`src/rtl/nn_pkg.sv`:
```
// Shared types and widths for the 4-input / 2-hidden / 1-output training datapath.
// Latency: n/a (declarations only).
// Backpressure: n/a.
package nn_pkg;

   // Widths shared with the hidden_neuron x_i inputs and output_neuron init_i target.
   localparam int NN_X_W = 4;
   localparam int NN_T_W = 4;

   typedef enum logic [1:0] {
      IDLE  = 2'd0,
      ISSUE = 2'd1,
      WAIT  = 2'd2,
      DONE  = 2'd3
   } feeder_state_t;

   // Counter width that stays legal when a range collapses to a single value.
   function automatic int width_of(input int n);
      return (n > 1) ? $clog2(n) : 1;
   endfunction

endpackage

```
`src/rtl/training_sample_feeder_sample_buffer.sv`:
```
// Sample store: DEPTH x W register file, one synchronous write port, one asynchronous read port.
// Latency: write visible on the read port the cycle after the write; read is combinational.
// Backpressure: none; the caller gates writes.
module sample_buffer #(
   parameter int DEPTH = 8,
   parameter int W     = 8
) (
   input  logic                     clk,
   input  logic                     wr_en,
   input  logic [$clog2(DEPTH)-1:0] wr_addr,
   input  logic [W-1:0]             wr_dat,
   input  logic [$clog2(DEPTH)-1:0] rd_addr,
   output logic [W-1:0]             rd_dat
);

   // Contents are deliberately not reset; the feeder masks stale entries with its count.
   logic [W-1:0] mem [DEPTH];

   // Write the incoming pair at the requested slot.
   always_ff @(posedge clk) begin
      if (wr_en) begin
         mem[wr_addr] <= wr_dat;
      end
   end

   assign rd_dat = mem[rd_addr];

endmodule

```
`src/rtl/training_sample_feeder.sv`:
```
// Buffers (x, target) pairs and replays them for EPOCHS epochs into the network FSM; FEEDER_ROTATE_EN rotates each epoch's start.
// Latency: start/step_done registered at cycle N -> init_o and new sample visible at N+1; all outputs registered.
// Backpressure: loads accepted only in IDLE while not full (load_ready_o); one sample advance per step_done_i pulse.
module training_sample_feeder
   import nn_pkg::*;
#(
   parameter int DEPTH  = 8,
   parameter int X_W    = NN_X_W,
   parameter int T_W    = NN_T_W,
   parameter int EPOCHS = 16
) (
   input  logic                          clk_i,
   input  logic                          rst_i,
   input  logic                          en_i,
   input  logic                          clear_i,
   input  logic                          load_valid_i,
   input  logic [X_W-1:0]                load_x_i,
   input  logic [T_W-1:0]                load_t_i,
   output logic                          load_ready_o,
   input  logic                          start_i,
   input  logic                          step_done_i,
   output logic                          init_o,
   output logic                          sample_valid_o,
   output logic [X_W-1:0]                x_o,
   output logic [T_W-1:0]                target_o,
   output logic [$clog2(DEPTH)-1:0]      sample_idx_o,
   output logic [$clog2(DEPTH+1)-1:0]    count_o,
   output logic [width_of(EPOCHS)-1:0]   epoch_o,
   output logic                          busy_o,
   output logic                          done_o
);

   localparam int IW = $clog2(DEPTH);
   localparam int CW = $clog2(DEPTH + 1);
   localparam int EW = width_of(EPOCHS);
   localparam int DW = X_W + T_W;
   localparam logic [CW-1:0] FULL       = CW'(DEPTH);
   localparam logic [EW-1:0] LAST_EPOCH = EW'(EPOCHS - 1);

   feeder_state_t state;
   logic [IW-1:0] base;        // index at which the current epoch began
   logic          load_fire;
   logic          start_ok;
   logic          step_ok;
   logic          is_last;
   logic [CW-1:0] run_cnt;
   logic [CW-1:0] last_pos;
   logic [CW-1:0] idx_ext;
   logic [IW-1:0] wrap_idx;
   logic [IW-1:0] next_base;
   logic [IW-1:0] rd_addr;
   logic [DW-1:0] wr_dat;
   logic [DW-1:0] buf_dat;
   logic [DW-1:0] rd_dat;

   sample_buffer #(
      .DEPTH (DEPTH),
      .W     (DW)
   ) u_buffer (
      .clk     (clk_i),
      .wr_en   (load_fire),
      .wr_addr (count_o[IW-1:0]),
      .wr_dat  (wr_dat),
      .rd_addr (rd_addr),
      .rd_dat  (buf_dat)
   );

   // Handshake qualification, index arithmetic and the address of the sample to present next.
   always_comb begin
      wr_dat    = {load_x_i, load_t_i};
      load_fire = en_i && !clear_i && (state == IDLE) && load_valid_i && load_ready_o;
      run_cnt   = count_o + CW'(load_fire);
      start_ok  = en_i && !clear_i && start_i &&
                  (((state == IDLE) && (run_cnt != '0)) || (state == DONE));
      step_ok   = en_i && !clear_i && step_done_i && (state == WAIT);
      idx_ext   = CW'(sample_idx_o);
      // The epoch ends on the sample just before the one it started from.
      last_pos  = (base == '0) ? (count_o - CW'(1)) : (CW'(base) - CW'(1));
      is_last   = (idx_ext == last_pos);
      // Wrap at the stored count, not at DEPTH.
      wrap_idx  = (idx_ext == (count_o - CW'(1))) ? '0 : (sample_idx_o + IW'(1));
`ifdef FEEDER_ROTATE_EN
      next_base = (CW'(base) == (count_o - CW'(1))) ? '0 : (base + IW'(1));
`else
      next_base = '0;
`endif
      if (start_ok) begin
         rd_addr = '0;
      end else if (step_ok && !is_last) begin
         rd_addr = wrap_idx;
      end else if (step_ok) begin
         rd_addr = next_base;
      end else begin
         rd_addr = sample_idx_o;
      end
      // A pair loaded in the same cycle as start is not in the array yet; forward it.
      rd_dat = (load_fire && (rd_addr == count_o[IW-1:0])) ? wr_dat : buf_dat;
   end

   // Feeder FSM with counters and registered outputs; en_i low freezes everything.
   always_ff @(posedge clk_i or negedge rst_i) begin
      if (!rst_i) begin
         state          <= IDLE;
         base           <= '0;
         load_ready_o   <= 1'b0;
         init_o         <= 1'b0;
         sample_valid_o <= 1'b0;
         x_o            <= '0;
         target_o       <= '0;
         sample_idx_o   <= '0;
         count_o        <= '0;
         epoch_o        <= '0;
         busy_o         <= 1'b0;
         done_o         <= 1'b0;
      end else if (en_i) begin
         init_o <= 1'b0;
         if (clear_i) begin
            state          <= IDLE;
            base           <= '0;
            load_ready_o   <= 1'b1;
            sample_valid_o <= 1'b0;
            x_o            <= '0;
            target_o       <= '0;
            sample_idx_o   <= '0;
            count_o        <= '0;
            epoch_o        <= '0;
            busy_o         <= 1'b0;
            done_o         <= 1'b0;
         end else if (start_ok) begin
            state          <= ISSUE;
            base           <= '0;
            load_ready_o   <= 1'b0;
            init_o         <= 1'b1;
            sample_valid_o <= 1'b1;
            x_o            <= rd_dat[DW-1:T_W];
            target_o       <= rd_dat[T_W-1:0];
            sample_idx_o   <= '0;
            count_o        <= run_cnt;
            epoch_o        <= '0;
            busy_o         <= 1'b1;
            done_o         <= 1'b0;
         end else begin
            case (state)
               IDLE: begin
                  count_o      <= run_cnt;
                  load_ready_o <= (run_cnt < FULL);
               end
               ISSUE: begin
                  state <= WAIT;
               end
               WAIT: begin
                  if (step_ok) begin
                     if (!is_last || (epoch_o != LAST_EPOCH)) begin
                        state        <= ISSUE;
                        init_o       <= 1'b1;
                        x_o          <= rd_dat[DW-1:T_W];
                        target_o     <= rd_dat[T_W-1:0];
                        sample_idx_o <= rd_addr;
                        if (is_last) begin
                           epoch_o <= epoch_o + EW'(1);
                           base    <= next_base;
                        end
                     end else begin
                        state          <= DONE;
                        sample_valid_o <= 1'b0;
                        busy_o         <= 1'b0;
                        done_o         <= 1'b1;
                     end
                  end
               end
               DONE: begin
                  state <= DONE;
               end
               default: begin
                  state <= IDLE;
               end
            endcase
         end
      end
   end

endmodule

```
`config.mk`:
```
export PLATFORM = sky130hd
export DESIGN_NAME = training_sample_feeder
export DESIGN_NICKNAME = d
export VERILOG_FILES = /design/src/rtl/nn_pkg.sv /design/src/rtl/training_sample_feeder_sample_buffer.sv /design/src/rtl/training_sample_feeder.sv
export SDC_FILE = /design/constraint.sdc
export NUM_CORES = 1
export LEC_CHECK = 0
export CORE_UTILIZATION = 51
export DETAILED_ROUTE_END_ITERATION = 12
export PLACE_DENSITY = 0.85
export SLEW_MARGIN = 5
export SYNTH_ARGS = -nofsm -noshare
export SYNTH_HDL_FRONTEND = slang
export SYNTH_SLANG_ARGS = --single-unit
```
`constraint.sdc`:
```
create_clock -name clk_i -period 3.7 [get_ports clk_i]
set_input_delay 0.555 -clock clk_i [delete_from_list [all_inputs] [get_ports clk_i]]
set_output_delay 0.555 -clock clk_i [all_outputs]
set_load 0.05 [all_outputs]
```
==> impl_results.md <==
- Mean Syn Cell Area: 12.1 um^2
- CP required: 3.94 ns
- CTS tree: done
- Post-DR wirelength/cell: 17.4 um
- Core region area: 7690 um^2
- # nets final: approximately 410
- DRC: 1
- Global route overflow: 0
- Die W: around 90 um
- Post-DP HPWL: 6.02 mm
- Core Util, Final: 63.0%
- Sequential cell area: 2550 um^2
- TritonCTS Buffers: 9
- Relative slew slack: 24.7%
- DRT iter0 DRCs: between 200 and 250
- Post-synthesis cell count: ~330
- Wire length on met1: 3.76 mm
- Num ports: 39
- Setup crit end: x_o[3]
- H-Tree Depth: 3
- Post CTS Setup Buffer Count: 0
- Status: complete, but fails checks
- Layout cell share with drive strength beyond 1: 14.3%
- Crit path DAT: between 3 and 4 ns
- Worst-margin pin slew: 1.13 ns
- Clk Latency, worst-skew pair: about 0.36 ns
- Syn. warnings: 0
- Worst R2R Path Depth: 11
- DP Worst Slack: -0.193 ns
- Max layer used: met4
- CP startpoint: en_i
- RSZ-0062 raised after global routing: no
- Layout Skew: 0.00882 ns
- Vias in the first global route: roughly 2,900
- Pin count of the biggest net entering global routing: 26
- DRT Pass-1 Iters: 9
- Max-slew violations: 0
- Reg2reg end: x_o[3]
- Area growth syn-to-layout: 19.7%
- Post-synth top flop: edfxtp_1
- Crit-path max FO: 4
- Initial antenna violation count: 0
- Critical path class: primary input to register
- Max Cap Viol: 0
- Post-DR vias/cell: 5.93
- Starting density of the core: 52.6%
- Vias after detailed routing: slightly below 3,000
- DP Area: 4660 um^2
- Setup ws final: 0.282 ns
- Failing checks: design-rule violations
- Detail Route Antenna Nets: 0
- Synth top area share: between 40% and 50%
- WL final: 8.72 mm
- Mapped cell area: ~4000 um^2
- Final hold vios: 0
- Footprint of the multi-input gates: between 1000 and 1500 um^2
- Post-synth cell types: 52
- Hold Path Class: register to register
- Clk sinks: 89
- Ys async rst share: 28.1%
- Flop-to-flop setup slack: 0.35 ns
- Pwr/cell area: roughly 430 nW/um^2
- #FFs+latches synth: 89
- Leakage: 1.81 nW
- Most common cell in the netlist: edfxtp_1
- Routed wl met3: 560 um
- Worst Setup End Kind: register
- Setup TNS: 0 ns
- Startpoint Class: primary input
- Critical R2R Launch: state[0]
- Port bufs: 38
- Top cell types by occurrence after synthesis: edfxtp_1, nand2_1, dfrtp_1
- DR WL met2: 4.22 mm
- Final Setup Violations: 0
- Ant diodes: 0
- Fin area: 4840 um^2
- Post-layout minimum cycle time: 3.42 ns
- Worst vdd ir: 170 uV
- Leading area contributor after synthesis: edfxtp_1
- Die Height: 91.0 um
- Dominant cells by area after synthesis: edfxtp_1, dfrtp_1, nand2_1
- Die area: 8290 um^2
- Fill cells: just under 600
- Clk root buf: clkbuf_8
- Post-synth EDFFs: 64
- CTS Buffer Depth: 2
- Sequential share of the synthesized area: a little over three fifths
- GRT Total Usage: 22.6%
- Synth Net Count: 354
- Rows: 32
- Routability cong.: 0.851
- Clock-pin slew on the worst setup and hold paths: 0.09 ns
- Max Clock Freq: just under 300 MHz
- Fin crit share: 92.4%
- First-pass GRT wire length: 14.3 mm
[layout by cell type, fill, tap and decap left out, types with 2 or more instances in the layout]
cell and count:
dfrtp_1 25, a22oi_1 9, buf_4 28, nor3_1 10, clkinvlp_4 3, nand2_1 54
nor2_1 14, nor2_2 2, nand4_1 3, o21a_1 2, ha_1 5, and3_1 3
a32oi_1 7, edfxtp_1 64, o21ai_0 16, nor2b_1 2, mux2_2 2, a31oi_1 3
inv_1 8, clkbuf_8 9, xnor2_1 6, clkdlybuf4s50_1 38, o21ai_1 8, nand3_1 22
mux2i_1 8, a21oi_1 6, a311oi_1 2, a22o_1 4, o31ai_1 2, nor4_1 2
xor2_1 2
[how the worst min path moves through the flow]
stage,end,startpoint,cells past startpoint,slack (ns)
after floorplan,busy_o,rst_i,0,0.26
after global placement,busy_o,busy_o,2,0.48
after detailed placement,busy_o,busy_o,2,0.49
after CTS,busy_o,busy_o,2,0.51
after global routing,epoch_o[3],epoch_o[3],1,0.53
final,busy_o,busy_o,2,0.51
[cell families after synthesis]
family          share of synthesized area (%)
flops                                    63.0
simple gates                             14.0
fa+ha+maj                                1.55
mux                                      3.09
compound gates                           12.4
xor+xnor                                 2.32
buf+inv                                  3.62
[per-stage QoR]
stage	cells	hold slack, ns	total power (W)
6_report	500	0.506	0.00209
5_1_grt	500	0.528	0.00217
4_1_cts	500	0.510	0.00209
3_5_place_dp	484	0.489	0.00152
3_3_place_gp	484	0.479	0.00151
2_1_floorplan	334	0.259	0.00139
[report_power, final]
| group | leakage (nW) | switching (W) | internal [W] |
|---|---|---|---|
| logic | 0.818 | 0.000236 | 0.000139 |
| clock network | 0.0765 | 0.000339 | 0.000245 |
| registers | 0.914 | 0.0000272 | 0.00110 |
| total | 1.81 | 0.000602 | 0.00148 |
[final cells by class]
class	count	area share, %
Tap cell	102	2.64
Clock inverter	6	0.905
Inverter	8	0.620
Clock buffer	10	2.64
Sequential cell	89	52.6
Timing Repair Buffer	67	12.4
Multi-Input combinational cell	218	28.1
[critical path, stage by stage]
cell             delay [ns]
clkdlybuf4s50_1        0.48
inv_1                  0.06
nor2_2                 0.10
nand4_1                0.11
inv_1                  0.10
ha_1                   0.17
ha_1                   0.24
or4_1                  0.53
o2111a_2               0.31
nor2_2                 0.17
mux4_2                 0.51
o31ai_1                0.24
o21ai_1                0.08
[state kept, by name (all words and copies together) (netlist names), 2 cells and up]
name / flops
sample_idx_o: 3
epoch_o: 4
count_o: 4
state: 2
target_o: 4
x_o: 4
u_buffer.mem: 64
[routing by layer]
layer	global-route usage, %	vias up
li1	-	1369
met1	31.5	1431
met2	34.4	142
met3	4.94	22
met4	9.66	0
met5	0	-
[timing repair]
action	4_1_cts	5_1_grt
hold buffers	0	0
endpoints found under the setup margin	0	8
resized for setup	0	5
hold endpoints to repair	0	0
(Power assumes the default switching activity.)
